## src/rtl/rv16_wb_arbiter_if.sv

```systemverilog
// Writeback arbiter bus: requester handshake, register-file write port,
// issue/scoreboard signals and, with RV16_WB_BYPASS_EN, the forwarding ports.
interface rv16_wb_arbiter_if #(
  parameter int unsigned NUM_REQ = 3,
  parameter int unsigned DATA_W  = 32,
  parameter int unsigned ADDR_W  = 5
);
  logic [NUM_REQ-1:0]        i_req_valid;
  logic [NUM_REQ*ADDR_W-1:0] i_req_addr;
  logic [NUM_REQ*DATA_W-1:0] i_req_data;
  logic [NUM_REQ-1:0]        o_req_ready;
  logic [ADDR_W-1:0]         o_rd_addr;
  logic [DATA_W-1:0]         o_rd_data;
  logic                      o_write_enable;
  logic                      i_issue_valid;
  logic [ADDR_W-1:0]         i_issue_addr;
  logic [(1<<ADDR_W)-1:0]    o_busy;
`ifdef RV16_WB_BYPASS_EN
  logic [ADDR_W-1:0]         i_rs1_addr;
  logic [ADDR_W-1:0]         i_rs2_addr;
  logic [DATA_W-1:0]         i_rs1_rf_data;
  logic [DATA_W-1:0]         i_rs2_rf_data;
  logic [DATA_W-1:0]         o_rs1_data;
  logic [DATA_W-1:0]         o_rs2_data;

  modport master (
    output i_req_valid, i_req_addr, i_req_data, i_issue_valid, i_issue_addr,
    output i_rs1_addr, i_rs2_addr, i_rs1_rf_data, i_rs2_rf_data,
    input  o_req_ready, o_rd_addr, o_rd_data, o_write_enable, o_busy,
    input  o_rs1_data, o_rs2_data
  );

  modport slave (
    input  i_req_valid, i_req_addr, i_req_data, i_issue_valid, i_issue_addr,
    input  i_rs1_addr, i_rs2_addr, i_rs1_rf_data, i_rs2_rf_data,
    output o_req_ready, o_rd_addr, o_rd_data, o_write_enable, o_busy,
    output o_rs1_data, o_rs2_data
  );
`else
  modport master (
    output i_req_valid, i_req_addr, i_req_data, i_issue_valid, i_issue_addr,
    input  o_req_ready, o_rd_addr, o_rd_data, o_write_enable, o_busy
  );

  modport slave (
    input  i_req_valid, i_req_addr, i_req_data, i_issue_valid, i_issue_addr,
    output o_req_ready, o_rd_addr, o_rd_data, o_write_enable, o_busy
  );
`endif
endinterface

```

## src/rtl/rv16_wb_arbiter.sv

```systemverilog
// Round-robin writeback arbiter with a registered write stage and a per-register
// pending-write scoreboard. Define RV16_WB_BYPASS_EN to add write-to-read forwarding.
module rv16_wb_arbiter #(
  parameter int unsigned NUM_REQ = 3,
  parameter int unsigned DATA_W  = 32,
  parameter int unsigned ADDR_W  = 5
) (
  input logic              clk,
  input logic              rst_n,
  rv16_wb_arbiter_if.slave bus
);
  localparam int unsigned PTR_W    = (NUM_REQ > 1) ? $clog2(NUM_REQ) : 1;
  localparam int unsigned NUM_REGS = 1 << ADDR_W;

  logic [PTR_W-1:0]    rr_ptr_q;
  logic                we_q;
  logic [ADDR_W-1:0]   rd_addr_q;
  logic [DATA_W-1:0]   rd_data_q;
  logic [NUM_REGS-1:0] busy_q;
  logic [NUM_REGS-1:0] busy_d;

  logic [NUM_REQ-1:0]  gnt;
  logic                gnt_found;
  logic [PTR_W-1:0]    ptr_next;
  logic [ADDR_W-1:0]   gnt_addr;
  logic [DATA_W-1:0]   gnt_data;
  int unsigned         scan_idx;
  logic                xfer;

  // Scan requesters from the rr pointer, wrapping, and grant the first valid one.
  always_comb begin
    gnt       = '0;
    gnt_found = 1'b0;
    ptr_next  = rr_ptr_q;
    gnt_addr  = '0;
    gnt_data  = '0;
    scan_idx  = 0;
    for (int unsigned i = 0; i < NUM_REQ; i++) begin
      scan_idx = (32'(rr_ptr_q) + i) % NUM_REQ;
      if (!gnt_found && bus.i_req_valid[scan_idx]) begin
        gnt_found     = 1'b1;
        gnt[scan_idx] = 1'b1;
        ptr_next      = PTR_W'((scan_idx + 1) % NUM_REQ);
        gnt_addr      = bus.i_req_addr[scan_idx*ADDR_W +: ADDR_W];
        gnt_data      = bus.i_req_data[scan_idx*DATA_W +: DATA_W];
      end
    end
  end

  // The grant is the ready; a found grant is always a transfer.
  assign bus.o_req_ready = rst_n ? gnt : '0;
  assign xfer            = rst_n & gnt_found;

  // Write stage: capture the winner; x0 writes consume the slot but never write.
  always_ff @(posedge clk) begin
    if (!rst_n) begin
      rr_ptr_q  <= '0;
      we_q      <= 1'b0;
      rd_addr_q <= '0;
      rd_data_q <= '0;
    end else if (xfer) begin
      rr_ptr_q <= ptr_next;
      we_q     <= (gnt_addr != '0);
      if (gnt_addr != '0) begin
        rd_addr_q <= gnt_addr;
        rd_data_q <= gnt_data;
      end
    end else begin
      we_q <= 1'b0;
    end
  end

  // Scoreboard next state: clear on write, then set on issue so a new producer wins.
  always_comb begin
    busy_d = busy_q;
    if (we_q) begin
      busy_d[rd_addr_q] = 1'b0;
    end
    if (bus.i_issue_valid && (bus.i_issue_addr != '0)) begin
      busy_d[bus.i_issue_addr] = 1'b1;
    end
    busy_d[0] = 1'b0;
  end

  // Scoreboard register.
  always_ff @(posedge clk) begin
    if (!rst_n) begin
      busy_q <= '0;
    end else begin
      busy_q <= busy_d;
    end
  end

  assign bus.o_write_enable = we_q;
  assign bus.o_rd_addr      = rd_addr_q;
  assign bus.o_rd_data      = rd_data_q;
  assign bus.o_busy         = busy_q;

`ifdef RV16_WB_BYPASS_EN
  // Forward the in-flight write to readers of the same non-zero register.
  always_comb begin
    bus.o_rs1_data = bus.i_rs1_rf_data;
    bus.o_rs2_data = bus.i_rs2_rf_data;
    if (we_q && (rd_addr_q == bus.i_rs1_addr) && (bus.i_rs1_addr != '0)) begin
      bus.o_rs1_data = rd_data_q;
    end
    if (we_q && (rd_addr_q == bus.i_rs2_addr) && (bus.i_rs2_addr != '0)) begin
      bus.o_rs2_data = rd_data_q;
    end
  end
`endif
endmodule

```

## src/flat_wrapper.sv

```systemverilog
// flat-port wrapper written by rule: the top's interface ports become plain ports
module rv16_wb_arbiter_flat 
#(
  parameter int unsigned NUM_REQ = 3,
  parameter int unsigned DATA_W  = 32,
  parameter int unsigned ADDR_W  = 5
)
  (clk, rst_n, bus_i_req_valid, bus_i_req_addr, bus_i_req_data, bus_i_issue_valid, bus_i_issue_addr, bus_o_req_ready, bus_o_rd_addr, bus_o_rd_data, bus_o_write_enable, bus_o_busy);
  rv16_wb_arbiter_if #(.NUM_REQ(NUM_REQ), .DATA_W(DATA_W), .ADDR_W(ADDR_W)) bus_i ();
  input logic clk;
  input logic rst_n;
  input wire logic [$bits(bus_i.i_req_valid)-1:0] bus_i_req_valid;
  input wire logic [$bits(bus_i.i_req_addr)-1:0] bus_i_req_addr;
  input wire logic [$bits(bus_i.i_req_data)-1:0] bus_i_req_data;
  input wire logic [$bits(bus_i.i_issue_valid)-1:0] bus_i_issue_valid;
  input wire logic [$bits(bus_i.i_issue_addr)-1:0] bus_i_issue_addr;
  output wire logic [$bits(bus_i.o_req_ready)-1:0] bus_o_req_ready;
  output wire logic [$bits(bus_i.o_rd_addr)-1:0] bus_o_rd_addr;
  output wire logic [$bits(bus_i.o_rd_data)-1:0] bus_o_rd_data;
  output wire logic [$bits(bus_i.o_write_enable)-1:0] bus_o_write_enable;
  output wire logic [$bits(bus_i.o_busy)-1:0] bus_o_busy;
  assign bus_i.i_req_valid = bus_i_req_valid;
  assign bus_i.i_req_addr = bus_i_req_addr;
  assign bus_i.i_req_data = bus_i_req_data;
  assign bus_i.i_issue_valid = bus_i_issue_valid;
  assign bus_i.i_issue_addr = bus_i_issue_addr;
  assign bus_o_req_ready = bus_i.o_req_ready;
  assign bus_o_rd_addr = bus_i.o_rd_addr;
  assign bus_o_rd_data = bus_i.o_rd_data;
  assign bus_o_write_enable = bus_i.o_write_enable;
  assign bus_o_busy = bus_i.o_busy;
  rv16_wb_arbiter #(.NUM_REQ(NUM_REQ), .DATA_W(DATA_W), .ADDR_W(ADDR_W)) u_core (.clk(clk), .rst_n(rst_n), .bus(bus_i));
endmodule
```

## config.mk

```make
export PLATFORM = sky130hd
export DESIGN_NAME = rv16_wb_arbiter_flat
export DESIGN_NICKNAME = d
export VERILOG_FILES = /design/src/rtl/rv16_wb_arbiter_if.sv /design/src/rtl/rv16_wb_arbiter.sv /design/src/flat_wrapper.sv
export SDC_FILE = /design/constraint.sdc
export NUM_CORES = 1
export LEC_CHECK = 0
export BUFFER_PORTS_ARGS = -buffer_cell sky130_fd_sc_hd__clkbuf_2
export CAP_MARGIN = 25
export CORE_ASPECT_RATIO = 1.25
export CORE_UTILIZATION = 48
export DETAILED_ROUTE_END_ITERATION = 12
export PLACE_DENSITY = 0.79
export SLEW_MARGIN = 10
export SYNTH_ARGS = -nofsm -noshare
export SYNTH_HDL_FRONTEND = slang
export SYNTH_SLANG_ARGS = --single-unit
```

## constraint.sdc

```tcl
create_clock -name clk -period 5.2 [get_ports clk]
set_input_delay 1.04 -clock clk [delete_from_list [all_inputs] [get_ports clk]]
set_output_delay 1.04 -clock clk [all_outputs]
set_load 0.005 [all_outputs]
```

== Word-level counts from Yosys, hierarchy flattened ==
Index checks and enable logic that the tools add are counted.

* Reductions and logical operators: 16
* Add/sub/neg operators: 5
* Div/mod/pow operators: 6
* Bitwise logic cells: 6
* Multiplexer cells: 34
* Shifts and indexed selects: 6
* Multipliers: 3
* $lt $le $gt $ge: 10

{| class="wikitable"
|+ Operator list
! kind !! count
|-
| $shiftx A96 B33 Y32 || 3
|-
| $mod A32 B2 Y32 const B || 5
|-
| $mux W32 || 5
|-
| $shiftx A15 B33 Y5 || 3
|-
| $add A32 B1 Y32 const B || 3
|-
| $ge A32 B1 Y1 const B || 3
|-
| $lt A32 B3 Y1 const B || 3
|-
| $mul A32 B3 Y32 const B || 3
|-
| $and A32 B32 Y32 || 1
|-
| $mod A2 B2 Y32 const B || 1
|-
| $not A32 Y32 || 1
|-
| $or A32 B32 Y32 || 1
|-
| $mux W5 || 3
|-
| $lt A5 B6 Y1 const B || 2
|-
| $mux W3 || 4
|-
| $mux W1 || 11
|-
| $demux W1 S5 || 2
|-
| $ge A5 B1 Y1 const B || 2
|-
| $reduce_bool A5 Y1 || 2
|-
| $logic_and A1 B1 Y1 || 8
|-
| $bmux W1 S2 || 3
|-
| $demux W1 S2 || 3
|-
| $mux W2 || 3
|-
| $or A3 B3 Y3 || 2
|-
| other kinds (6) || 9
|}

* Bits of input ports: 122
* Register bits after elaboration: 72
* Output and inout bits: 73
* Word-level logic and storage cells: 92

== Logic depth before layout (Yosys ltp) ==
Gate-level depths: netlist of the first run.

* Depth in word-level cells: 12
* Mapped depth: 24
* Mapped depth without buffers: 22

== Worst setup path after synthesis of the first run ==
OpenSTA, ideal clock, no wires.

* Path type: input to register
* From: input bus_i_req_valid[0]
* To: register u_core.rr_ptr_q[0]
* Buffers on the path: 1
* Data arrival time: 5.023 ns
* Path slack: 0.098 ns
* Cell stages on the path: 20
* Path through: mux2_4 a22o_1 buf_6 nand2_1 a21oi_1 o21ai_0 ha_1 o2111ai_2 mux2i_2 nand2_2 a32oi_2 ha_1 inv_1 and2_1 xnor2_1 ha_1 a211o_1 a21oi_2 xnor2_1 a211oi_2

* Longest elaborated chain between the ends: 11

{| class="wikitable"
|+ RTL lines
! item !! RTL line !! text
|-
| start, declared || flat_wrapper.sv:12 || <nowiki>input wire logic [$bits(bus_i.i_req_valid)-1:0] bus_i_req_valid;</nowiki>
|-
| $bmux W1 S2 || rv16_wb_arbiter.sv:40 || <nowiki>if (!gnt_found && bus.i_req_valid[scan_idx]) begin</nowiki>
|-
| $mux W1 (not written as such) || rv16_wb_arbiter.sv:40 ||
|-
| $mux W1 || rv16_wb_arbiter.sv:40 ||
|-
| $logic_not A1 Y1 || rv16_wb_arbiter.sv:40 ||
|-
| $logic_and A1 B1 Y1 || rv16_wb_arbiter.sv:40 ||
|-
| $mux W1 || rv16_wb_arbiter.sv:40 ||
|-
| $logic_not A1 Y1 || rv16_wb_arbiter.sv:40 ||
|-
| $logic_and A1 B1 Y1 || rv16_wb_arbiter.sv:40 ||
|-
| $mux W1 || rv16_wb_arbiter.sv:40 ||
|-
| $and A1 B1 Y1 || rv16_wb_arbiter.sv:52 || <nowiki>assign xfer = rst_n & gnt_found;</nowiki>
|-
| $reduce_and A2 Y1 (no source line) || -- ||
|-
| end signal, assigned || rv16_wb_arbiter.sv:62 || <nowiki>rr_ptr_q <= ptr_next;</nowiki>
|-
| end, declared || rv16_wb_arbiter.sv:15 || <nowiki>logic [PTR_W-1:0] rr_ptr_q;</nowiki>
|}

Several ways; a longest one is shown, not always the timed one. The select of a mux whose other input is x is not followed.
A chain may end at the register's enable or synchronous reset.

== Final worst setup path of the first run ==
* From: register u_core.rr_ptr_q[1]
* To: register u_core.rr_ptr_q[0]

* Longest elaborated chain between the ends: 12

{| class="wikitable"
|+ RTL lines
! item
|-
| branches (longest 12 deep; another with $mod A32 B2 Y32)
|}

Parallel ways; which one is timed is not known. The select of a mux whose other input is x is not followed.

==> results of run 1 <==
area by class of cell:
class	instances	share of cell area [%]
inverter	17	0.783
timing repair buffer	221	14.6
sequential	71	17.5
tap	171	2.63
clock buffer	11	3.10
clock inverter	5	0.691
multi-input combinational	658	60.7
state kept, by name (all words and copies together) (netlist names):
signal / cells
u_core.bus.o_busy: 31
u_core.bus.o_rd_addr: 5
u_core.bus.o_rd_data: 32
u_core.bus.o_write_enable: 1
u_core.rr_ptr_q: 2
routing by layer:
layer	global-route usage, %	vias to the layer above
met2	50.6	376
met4	12.0	0
met5	0	-
met1	34.4	3416
met3	5.97	51
li1	-	3476
worst min path at each step:
stage	end	slack (ps)	cells after the start
after floorplan	u_core.bus.o_busy[28]	470	2
after global placement	u_core.bus.o_busy[16]	460	2
after detailed placement	u_core.bus.o_busy[16]	470	2
after CTS	u_core.bus.o_busy[16]	480	2
after global routing	u_core.bus.o_busy[13]	500	2
final	u_core.bus.o_busy[16]	470	2
cell usage after synthesis, types with 4 or more instances:
cell type,n,share of area [%]
nand2_1,92,5.2
o21ai_0,79,6.0
mux2_2,75,13
dfxtp_1,71,21
a22o_1,66,8.7
clkbuf_1,51,2.9
nor2_1,51,2.9
a21oi_1,47,3.5
mux2i_1,42,6.3
a211oi_1,37,4.2
a222oi_1,32,4.8
ha_1,18,3.4
inv_1,16,0.90
buf_1,9,0.51
buf_2,8,0.60
nand3_1,8,0.60
nand3b_1,8,0.90
nor3b_1,7,0.79
a22oi_1,6,0.68
and2_1,5,0.47
nor3_1,5,0.38
mux4_2,4,1.4
o22ai_1,4,0.38
xnor2_1,4,0.53
xor2_1,4,0.53
repair_timing:
| action | CTS | global route |
|---|---|---|
| endpoints found under the setup margin | 0 | 9 |
| setup buffers | 0 | 0 |
| endpoints found under the hold margin | 0 | 0 |
| resized for setup | 0 | 8 |
worst max-delay path: stages, from the launching register on:
cell and delay, ps:
dfxtp_1 310, inv_1 120, ha_2 290, buf_4 350
nor2_2 70, a22o_1 230, nor3_4 210, mux2i_1 290
ha_1 260, o2111ai_4 210, o21a_1 290, nand3b_1 210
a32oi_2 300, ha_2 330, inv_1 80, o2111ai_1 140
o221ai_1 180, a211oi_1 60, a211o_1 300, a21oi_2 150
xnor2_1 90, a211oi_2 210
power groups by stage:
stage               registers, W  logic [W]  clock network [W]
floorplan               0.000754    0.00307                  0
global placement        0.000760    0.00402                  0
detailed placement      0.000763    0.00408                  0
CTS                     0.000754    0.00409           0.000637
global route            0.000770    0.00456           0.000667
finish                  0.000757    0.00416           0.000627
logic make-up (layout without fill, tap and decap cells):
family | after synthesis | count (layout)
compound gates | 307 | 307
xor+xnor | 8 | 8
fa+ha+maj | 20 | 20
buf+inv | 88 | 254
flops | 71 | 71
mux | 123 | 123
other cells | 1 | 1
simple gates | 199 | 199
metrics by stage:
| step | setup slack (ps) | hold slack [ps] | instances |
|---|---|---|---|
| after global placement | 204 | 461 | 1138 |
| final | 406 | 471 | 1154 |
| after CTS | 248 | 475 | 1154 |
| after global routing | 39.1 | 496 | 1154 |
| after floorplan | 98.1 | 470 | 817 |
| after detailed placement | -29.7 | 468 | 1138 |
==> flow_summary.json, run 1 <==
{
  "reg2reg_to": "u_core.rr_ptr_q[0]",
  "holdCritStartpoint": "u_core.bus.o_busy[16]",
  "grt_antenna_before_repair": 0,
  "post_drt_via_cell_ratio": 6.34,
  "p_int_w": 0.00287,
  "met1_length_mm": 8.50,
  "slew_headroom_pct": 28.7,
  "wl_met2_mm": 10.4,
  "cts-root-buf": "clkbuf_16",
  "ios": 195,
  "rr_worst_depth": 21,
  "ant_nets": 0,
  "finalSetupViolCount": 0,
  "critical_path_required_ps": 5440,
  "clock_sinks": 71,
  "finalClockSkew_ps": 3.71,
  "top_layer": "met4",
  "synth_area_per_cell_um2": 8.13,
  "regArea_mm2": 0.00142,
  "final_common_cell": "clkbuf_2",
  "period_needed_ps": 4790,
  "pwr-share-seq_pct": 13.7,
  "critical_path.startpoint": "u_core.rr_ptr_q[1]",
  "max-cap-violations": 0,
  "synthFlopType": "dfxtp_1",
  "outcome": "finished, final reports clean",
  "synth_top_family_by_area": "compound AO/OA/AOI/OAI gates",
  "nets": 1120,
  "tritoncts": "done",
  "start_kind": "flop",
  "synth_area_mm2": 0.00664,
  "leakage_nw": 3.35,
  "hp-class": "reg -> reg",
  "async_flop_share_pct": 0,
  "first_pass_iters": 5,
  "cp-endpoint": "u_core.rr_ptr_q[0]",
  "synth_compound_area_share_pct": 33.2,
  "vias": 7319,
  "track_usage_pct": 29.1,
  "power_switching_share_pct": 48.3,
  "wl_per_cell_um": 18.5,
  "final_util_pct": 61.0,
  "synthMuxAreaShare_pct": 20.8,
  "grt_pass1_vias": 7017,
  "vdd_drop_max_uv": 405,
  "h-tree-depth": 3,
  "synth_nets": 959,
  "p_per_area_mw_per_mm2": 681,
  "grt_max_degree": 67,
  "fmax_mhz": 209,
  "dpl_cell_area_mm2": 0.00780,
  "fin_crit_sh_pct": 92.2,
  "rsz0062_at_grt": "false",
  "yosys.area_share.adder_pct": 3.99,
  "coreArea_mm2": 0.0133,
  "rrSetupSlack_ps": 410,
  "synth-edff-count": 0,
  "gp_congestion": 0.903,
  "design_area_mm2": 0.00815,
  "final_cell_mix": "clkbuf_2 (193), nand2_1 (92), o21ai_0 (77)",
  "path_class": "reg -> reg",
  "nFillCells": 1170,
  "insertion_delay_ps": 320,
  "start_util_pct": 49.8,
  "finalSetupTns_ps": 0,
  "synthSimpleGateAreaFrac_pct": 14.1,
  "grt_overflow": 0,
  "combPwrFrac_pct": 75.0,
  "met3RoutedLength_mm": 1.88,
  "drtIter0Drc": 636,
  "multiInputGateArea_mm2": 0.00495,
  "post-route-drc-count": 0,
  "yosysWarningCount": 0,
  "yosysUniqueCellTypes": 73,
  "clk_pin_slew_worst_paths_ps": 60,
  "synth-seq-cells": 71,
  "hold_buffers": 0,
  "cts.path.max_buffers": 2,
  "dieHeight_um": 134,
  "dpl.hpwl_mm": 14.8,
  "final_max_slew_viol_count": 0,
  "worstPathMaxFanout": 25,
  "io_buffers": 193,
  "p_clk_share_pct": 11.3,
  "p_switching_w": 0.00268,
  "worst_pin_slew_ps": 1070,
  "antenna_cells": 0,
  "syn_inst": 817,
  "wirelength_mm": 21.4,
  "yosysSeqAreaShare_pct": 21.4,
  "fp-row-count": 47,
  "drive_above_1_share_pct": 35.6,
  "numCtsBuffers": 9,
  "area_growth_pct": 22.6,
  "timing.rr.start": "u_core.rr_ptr_q[1]",
  "grt_first_pass_wirelength_mm": 33.9,
  "totalPowerFinal_w": 0.00555,
  "synth_xor_area_share_pct": 1.05,
  "worstPathArrival_ps": 5030,
  "hold_viol": 0,
  "die_x_um": 107,
  "die-area_mm2": 0.0143,
  "cp-end-kind": "flop"
}
Power figures use the tool's default switching activity.
==> inputs of run 2 (changes only) <==
--- a/config.mk
+++ b/config.mk
@@ -11,6 +11,7 @@
 export CORE_UTILIZATION = 48
 export DETAILED_ROUTE_END_ITERATION = 12
 export PLACE_DENSITY = 0.79
+export RECOVER_POWER = 50
 export SLEW_MARGIN = 10
 export SYNTH_ARGS = -nofsm -noshare
 export SYNTH_HDL_FRONTEND = slang
==> run 2 against run 1 <==
The run now ends with max-capacitance violations, max-slew violations left. Sequential share of layout area grew 0.13 points. Setup slack lost 14 ps. Via count shrank 0.49%. Worst hold slack gained 0.96 ps. Final area shrank 0.72%. Power is essentially flat. Die area is the same. Non-clock buffer count is the same. Fmax shrank 0.30%. Count of clock-buffer cells in the layout is the same. Largest cell class unchanged.
==> flow_summary.json, run 2 (synthesis gave the netlist of run 1 again) <==
{
  "outcome": "finished, violations left",
  "violations": "max-capacitance violations, max-slew violations",
  "grt_overflow": 0,
  "finalClockSkew_ps": 3.75,
  "ant_nets": 0,
  "final_max_slew_viol_count": 50,
  "start_kind": "flop",
  "io_buffers": 193,
  "period_needed_ps": 4810,
  "dpl_cell_area_mm2": 0.00780,
  "gp_congestion": 0.903,
  "drtIter0Drc": 705,
  "insertion_delay_ps": 320,
  "timing.rr.start": "u_core.rr_ptr_q[1]",
  "ctsResizeCount": 0,
  "antenna_cells": 0,
  "p_per_area_mw_per_mm2": 686,
  "dpl.hpwl_mm": 14.8,
  "hp-class": "reg -> reg",
  "vias": 7283,
  "cp-end-kind": "flop",
  "post_drt_via_cell_ratio": 6.31,
  "worst_pin_slew_ps": 2270,
  "max-cap-violations": 1,
  "die-area_mm2": 0.0143,
  "vdd_drop_max_uv": 404,
  "reg2reg_to": "u_core.rr_ptr_q[0]",
  "first_pass_iters": 6,
  "fin_crit_sh_pct": 92.5,
  "wl_per_cell_um": 18.6,
  "h-tree-depth": 3,
  "grt_pass1_vias": 7017,
  "holdCritStartpoint": "u_core.bus.o_busy[16]",
  "fmax_mhz": 208,
  "dieHeight_um": 134,
  "worstPathArrival_ps": 4980,
  "cts-root-buf": "clkbuf_16",
  "finalSetupTns_ps": 0,
  "grt_antenna_before_repair": 0,
  "hold_buffers": 0,
  "wirelength_mm": 21.4,
  "track_usage_pct": 29.1,
  "worstPathMaxFanout": 25,
  "post-route-drc-count": 0,
  "clk_pin_slew_worst_paths_ps": 60,
  "leakage_nw": 3.20,
  "grt_first_pass_wirelength_mm": 33.9,
  "rr_worst_depth": 21,
  "tritoncts": "done",
  "nets": 1120,
  "ios": 195,
  "hold_viol": 0,
  "largest_reg_flops": 32,
  "rrSetupSlack_ps": 390,
  "fp-row-count": 47,
  "path_class": "reg -> reg",
  "totalPowerFinal_w": 0.00554,
  "hold_ws_ps": 472,
  "design_area_mm2": 0.00809,
  "drive_above_1_share_pct": 30.9,
  "clock_sinks": 71,
  "area_growth_pct": 21.7,
  "cts_setup_buffers": 0,
  "grt_max_degree": 67,
  "min_path_cells": 2,
  "cts.path.max_buffers": 2,
  "rsz0062_at_grt": "false",
  "slew_headroom_pct": -51.1,
  "finalSetupViolCount": 0,
  "critical_path_required_ps": 5370,
  "numCtsBuffers": 9,
  "final_cell_mix": "clkbuf_2 (149), nand2_1 (92), o21ai_0 (77)",
  "coreArea_mm2": 0.0133,
  "whs_endpoint": "u_core.bus.o_busy[16]",
  "start_util_pct": 49.8,
  "final_common_cell": "clkbuf_2",
  "die_x_um": 107
}
-- run 2: cell count changes in the layout (fill, tap and decap cells not counted) --
| cell | before | now |
|---|---|---|
| clkbuf_1 | 0 | 43 |
| clkbuf_2 | 193 | 149 |
| inv_1 | 16 | 17 |
| inv_2 | 1 | 0 |
| buf_1 | 0 | 2 |
| buf_4 | 27 | 26 |
-- run 2: worst max-delay path, stage by stage (launching register included) --
cell and delay (ps):
dfxtp_1 320, inv_1 130, ha_2 290, buf_4 350, nor2_2 70, a22o_1 230
nor3_4 220, mux2i_1 290, ha_1 260, o2111ai_4 210, o21a_1 290, nand3b_1 210
a32oi_2 290, ha_2 330, inv_1 80, o2111ai_1 140, o221ai_1 180, a211oi_1 60
a211o_1 300, a21oi_2 150, xnor2_1 150, a211oi_2 90
-- run 2: area by class of cell --
cell class | count | area, µm²
multi-input combinational | 658 | 4950
inverter | 17 | 63.8
clock buffer | 11 | 253
tap | 171 | 214
fill | 1204 | 5260
sequential | 71 | 1420
timing repair buffer | 221 | 1130
clock inverter | 5 | 56.3
-- run 2: per-layer routing --
| layer | track usage [%] | routed length (µm) |
|---|---|---|
| met4 | 12.0 | 567 |
| met2 | 50.6 | 10400 |
| met3 | 5.97 | 1710 |
| met5 | 0 | 0 |
| met1 | 34.4 | 8750 |
-- run 2: worst max-delay path by stage --
| stage | from | to | slack, ps | depth (start not counted) |
|---|---|---|---|---|
| global placement | bus_i_req_valid[1] | u_core.rr_ptr_q[0] | 200 | 21 |
| detailed placement | bus_i_req_valid[1] | u_core.rr_ptr_q[0] | -30 | 21 |
| floorplan | bus_i_req_valid[0] | u_core.rr_ptr_q[0] | 100 | 20 |
| CTS | u_core.rr_ptr_q[0] | u_core.bus.o_rd_addr[2] | 250 | 18 |
| global route | u_core.rr_ptr_q[1] | u_core.rr_ptr_q[0] | 30 | 22 |
| finish | u_core.rr_ptr_q[1] | u_core.rr_ptr_q[0] | 390 | 21 |
-- run 2: where the power goes --
group	total, W	internal (W)	switching [W]
combinational	0.00416	0.00178	0.00238
sequential	0.000757	0.000672	0.0000851
clock	0.000630	0.000397	0.000234
-- run 2: through the flow --
step                setup WS, ps  util [%]  instances
global route                31.7      60.6       1154
floorplan                   98.1         -        817
CTS                          248      60.8       1154
finish                       392      60.6       1154
global placement             204      58.4       1138
detailed placement         -29.7      58.4       1138
==> inputs of run 3 (changes only) <==
--- a/config.mk
+++ b/config.mk
@@ -8,9 +8,9 @@
 export BUFFER_PORTS_ARGS = -buffer_cell sky130_fd_sc_hd__clkbuf_2
 export CAP_MARGIN = 25
 export CORE_ASPECT_RATIO = 1.25
-export CORE_UTILIZATION = 48
+export CORE_UTILIZATION = 54
 export DETAILED_ROUTE_END_ITERATION = 12
-export PLACE_DENSITY = 0.79
+export PLACE_DENSITY = 0.84
 export RECOVER_POWER = 50
 export SLEW_MARGIN = 10
 export SYNTH_ARGS = -nofsm -noshare
==> constraint.sdc (replaced) <==
create_clock -name clk -period 5.5 [get_ports clk]
set_input_delay 1.1 -clock clk [delete_from_list [all_inputs] [get_ports clk]]
set_output_delay 1.1 -clock clk [all_outputs]
set_load 0.005 [all_outputs]
==> run 3 against run 2 <==
Cell count fell by 1.0%. Non-clock buffer count shrank 2. Largest power group unchanged. Critical path type unchanged. Sequential share of layout area decreased by 0.079 points. The run now ends clean.
==> flow_summary.json, run 3 (synthesis gave the netlist of run 1 again) <==
{
  "outcome": "finished, final reports clean",
  "final_max_slew_viol_count": 0,
  "area_growth_pct": 22.3,
  "drtIter0Drc": 660,
  "whs_endpoint": "u_core.bus.o_busy[21]",
  "wirelength_mm": 21.4,
  "rrSetupSlack_ps": 310,
  "path_class": "reg -> reg",
  "finalSetupViolCount": 0,
  "grt_first_pass_wirelength_mm": 34.0,
  "clk_pin_slew_worst_paths_ps": 60,
  "fmax_mhz": 193,
  "slew_headroom_pct": 36.7,
  "largest_reg_flops": 32,
  "tritoncts": "done",
  "min_path_cells": 2,
  "die_x_um": 101,
  "grt_pass1_vias": 7080,
  "final_common_cell": "clkbuf_2",
  "antenna_cells": 0,
  "period_needed_ps": 5190,
  "dp.cells": 1124,
  "regArea_mm2": 0.00142,
  "stdcell_count": 1142,
  "hold_buffers": 0,
  "ant_nets": 0,
  "post-route-drc-count": 0,
  "finalSetupTns_ps": 0,
  "numCtsBuffers": 9,
  "start_kind": "flop",
  "rr_worst_depth": 18,
  "rsz0062_at_grt": "false",
  "p_int_w": 0.00280,
  "combPwrFrac_pct": 73.1,
  "holdCritStartpoint": "u_core.bus.o_busy[21]",
  "coreArea_mm2": 0.0118,
  "worstPathMaxFanout": 54,
  "p_switching_w": 0.00258,
  "finalClockSkew_ps": 7.43,
  "max-cap-violations": 0,
  "drive_above_1_share_pct": 30.8,
  "p_per_area_mw_per_mm2": 663,
  "p_clk_share_pct": 13.4,
  "fin_crit_sh_pct": 94.4,
  "hold_viol": 0,
  "hold_ws_ps": 474,
  "hp-class": "reg -> reg",
  "critical_path_required_ps": 5670,
  "insertion_delay_ps": 330,
  "post_drt_via_cell_ratio": 6.45,
  "ios": 195,
  "power_switching_share_pct": 48.0,
  "pwr-share-seq_pct": 13.5,
  "track_usage_pct": 33.0,
  "die-area_mm2": 0.0128,
  "multiInputGateArea_mm2": 0.00495,
  "vias": 7371,
  "worst_pin_slew_ps": 947,
  "grt_max_degree": 67,
  "worstPathArrival_ps": 5360,
  "reg2reg_to": "u_core.bus.o_rd_data[17]",
  "vdd_drop_max_uv": 361,
  "cts.path.max_buffers": 2,
  "wl_per_cell_um": 18.7,
  "cp-end-kind": "flop",
  "clock_sinks": 71,
  "gp_congestion": 0.902,
  "nFillCells": 1023,
  "nets": 1118,
  "final_cell_mix": "clkbuf_2 (149), nand2_1 (92), o21ai_0 (78)",
  "fp-row-count": 44,
  "dieHeight_um": 126,
  "dpl.hpwl_mm": 14.6,
  "first_pass_iters": 6,
  "start_util_pct": 56.4,
  "cts-root-buf": "clkbuf_16",
  "h-tree-depth": 3,
  "grt_overflow": 0,
  "timing.rr.start": "u_core.rr_ptr_q[0]",
  "leakage_nw": 3.22,
  "grt_antenna_before_repair": 0,
  "io_buffers": 193
}
==> run 3: changes by cell type in the layout (fill, tap and decap cells not counted), sizes merged <==
| cell | delta |
|---|---|
| bufinv | +3 |
| clkbuf | -1 |
| clkinv | -1 |
| buf | -3 |
==> run 3: timing repair <==
item                                    in CTS  in global routing
hold endpoints to repair                     0                  0
endpoints found under the setup margin       3                 31
resized for setup                            1                  5
setup buffers                                0                  2
pin swaps                                    0                  1
==> run 3: layer usage <==
| metal | track usage, % | up-vias | share of wire, % |
|---|---|---|---|
| li1 | - | 3472 | - |
| met5 | 0 | - | 0 |
| met2 | 57.7 | 374 | 50 |
| met3 | 6.71 | 68 | 8.8 |
| met1 | 38.2 | 3457 | 38 |
| met4 | 14.6 | 0 | 3.0 |
==> run 3: worst max path at each step <==
stage	startpoint	endpoint	slack, ps
final	u_core.rr_ptr_q[0]	u_core.bus.o_rd_data[17]	310
after global routing	u_core.rr_ptr_q[0]	u_core.bus.o_rd_data[26]	30
after CTS	u_core.rr_ptr_q[1]	u_core.bus.o_rd_data[17]	140
after detailed placement	u_core.rr_ptr_q[1]	u_core.bus.o_rd_data[26]	20
after global placement	u_core.rr_ptr_q[1]	u_core.bus.o_rd_data[5]	140
after floorplan	bus_i_req_valid[0]	u_core.rr_ptr_q[0]	340
==> run 3: per-stage QoR <==
step	power, W	cell area [µm²]	worst slack (ps)	utilization, %
floorplan	0.00361	6640	338	-
global placement	0.00449	7760	139	65.9
detailed placement	0.00457	7760	24.7	65.9
CTS	0.00531	8140	145	69.1
global route	0.00579	8120	32.8	68.9
finish	0.00538	8120	307	68.9
==> run 3: critical path: stages, from the launching register on <==
cell and delay [ps]:
dfxtp_1 450, inv_1 170, ha_2 390, nand3b_1 270, ha_1 420, o21ai_0 140, o21ai_0 210, nand2_1 140
fa_1 430, xnor2_1 170, xnor2_2 270, or4b_1 160, o21ai_0 90, a21oi_1 290, nand2_1 100, or4_2 820
buf_12 270, nor2_1 150, a211oi_1 70
==> run 3: power groups by stage <==
stage / Sequential [W] / Clock, W / Combinational [W]
floorplan: 0.000713 / 0 / 0.00290
global placement: 0.000729 / 0 / 0.00376
detailed placement: 0.000729 / 0 / 0.00384
CTS: 0.000720 / 0.000725 / 0.00386
global route: 0.000734 / 0.000755 / 0.00430
finish: 0.000725 / 0.000723 / 0.00394
==> run 3: area by class of cell <==
class / count / share of cell area [%]
multi-input cells: 658 / 60.9
flip-flops and latches: 71 / 17.5
repair buffers: 219 / 13.8
clock buffers: 9 / 2.77
well taps: 161 / 2.48
clock inverters: 7 / 1.79
inverters: 17 / 0.786
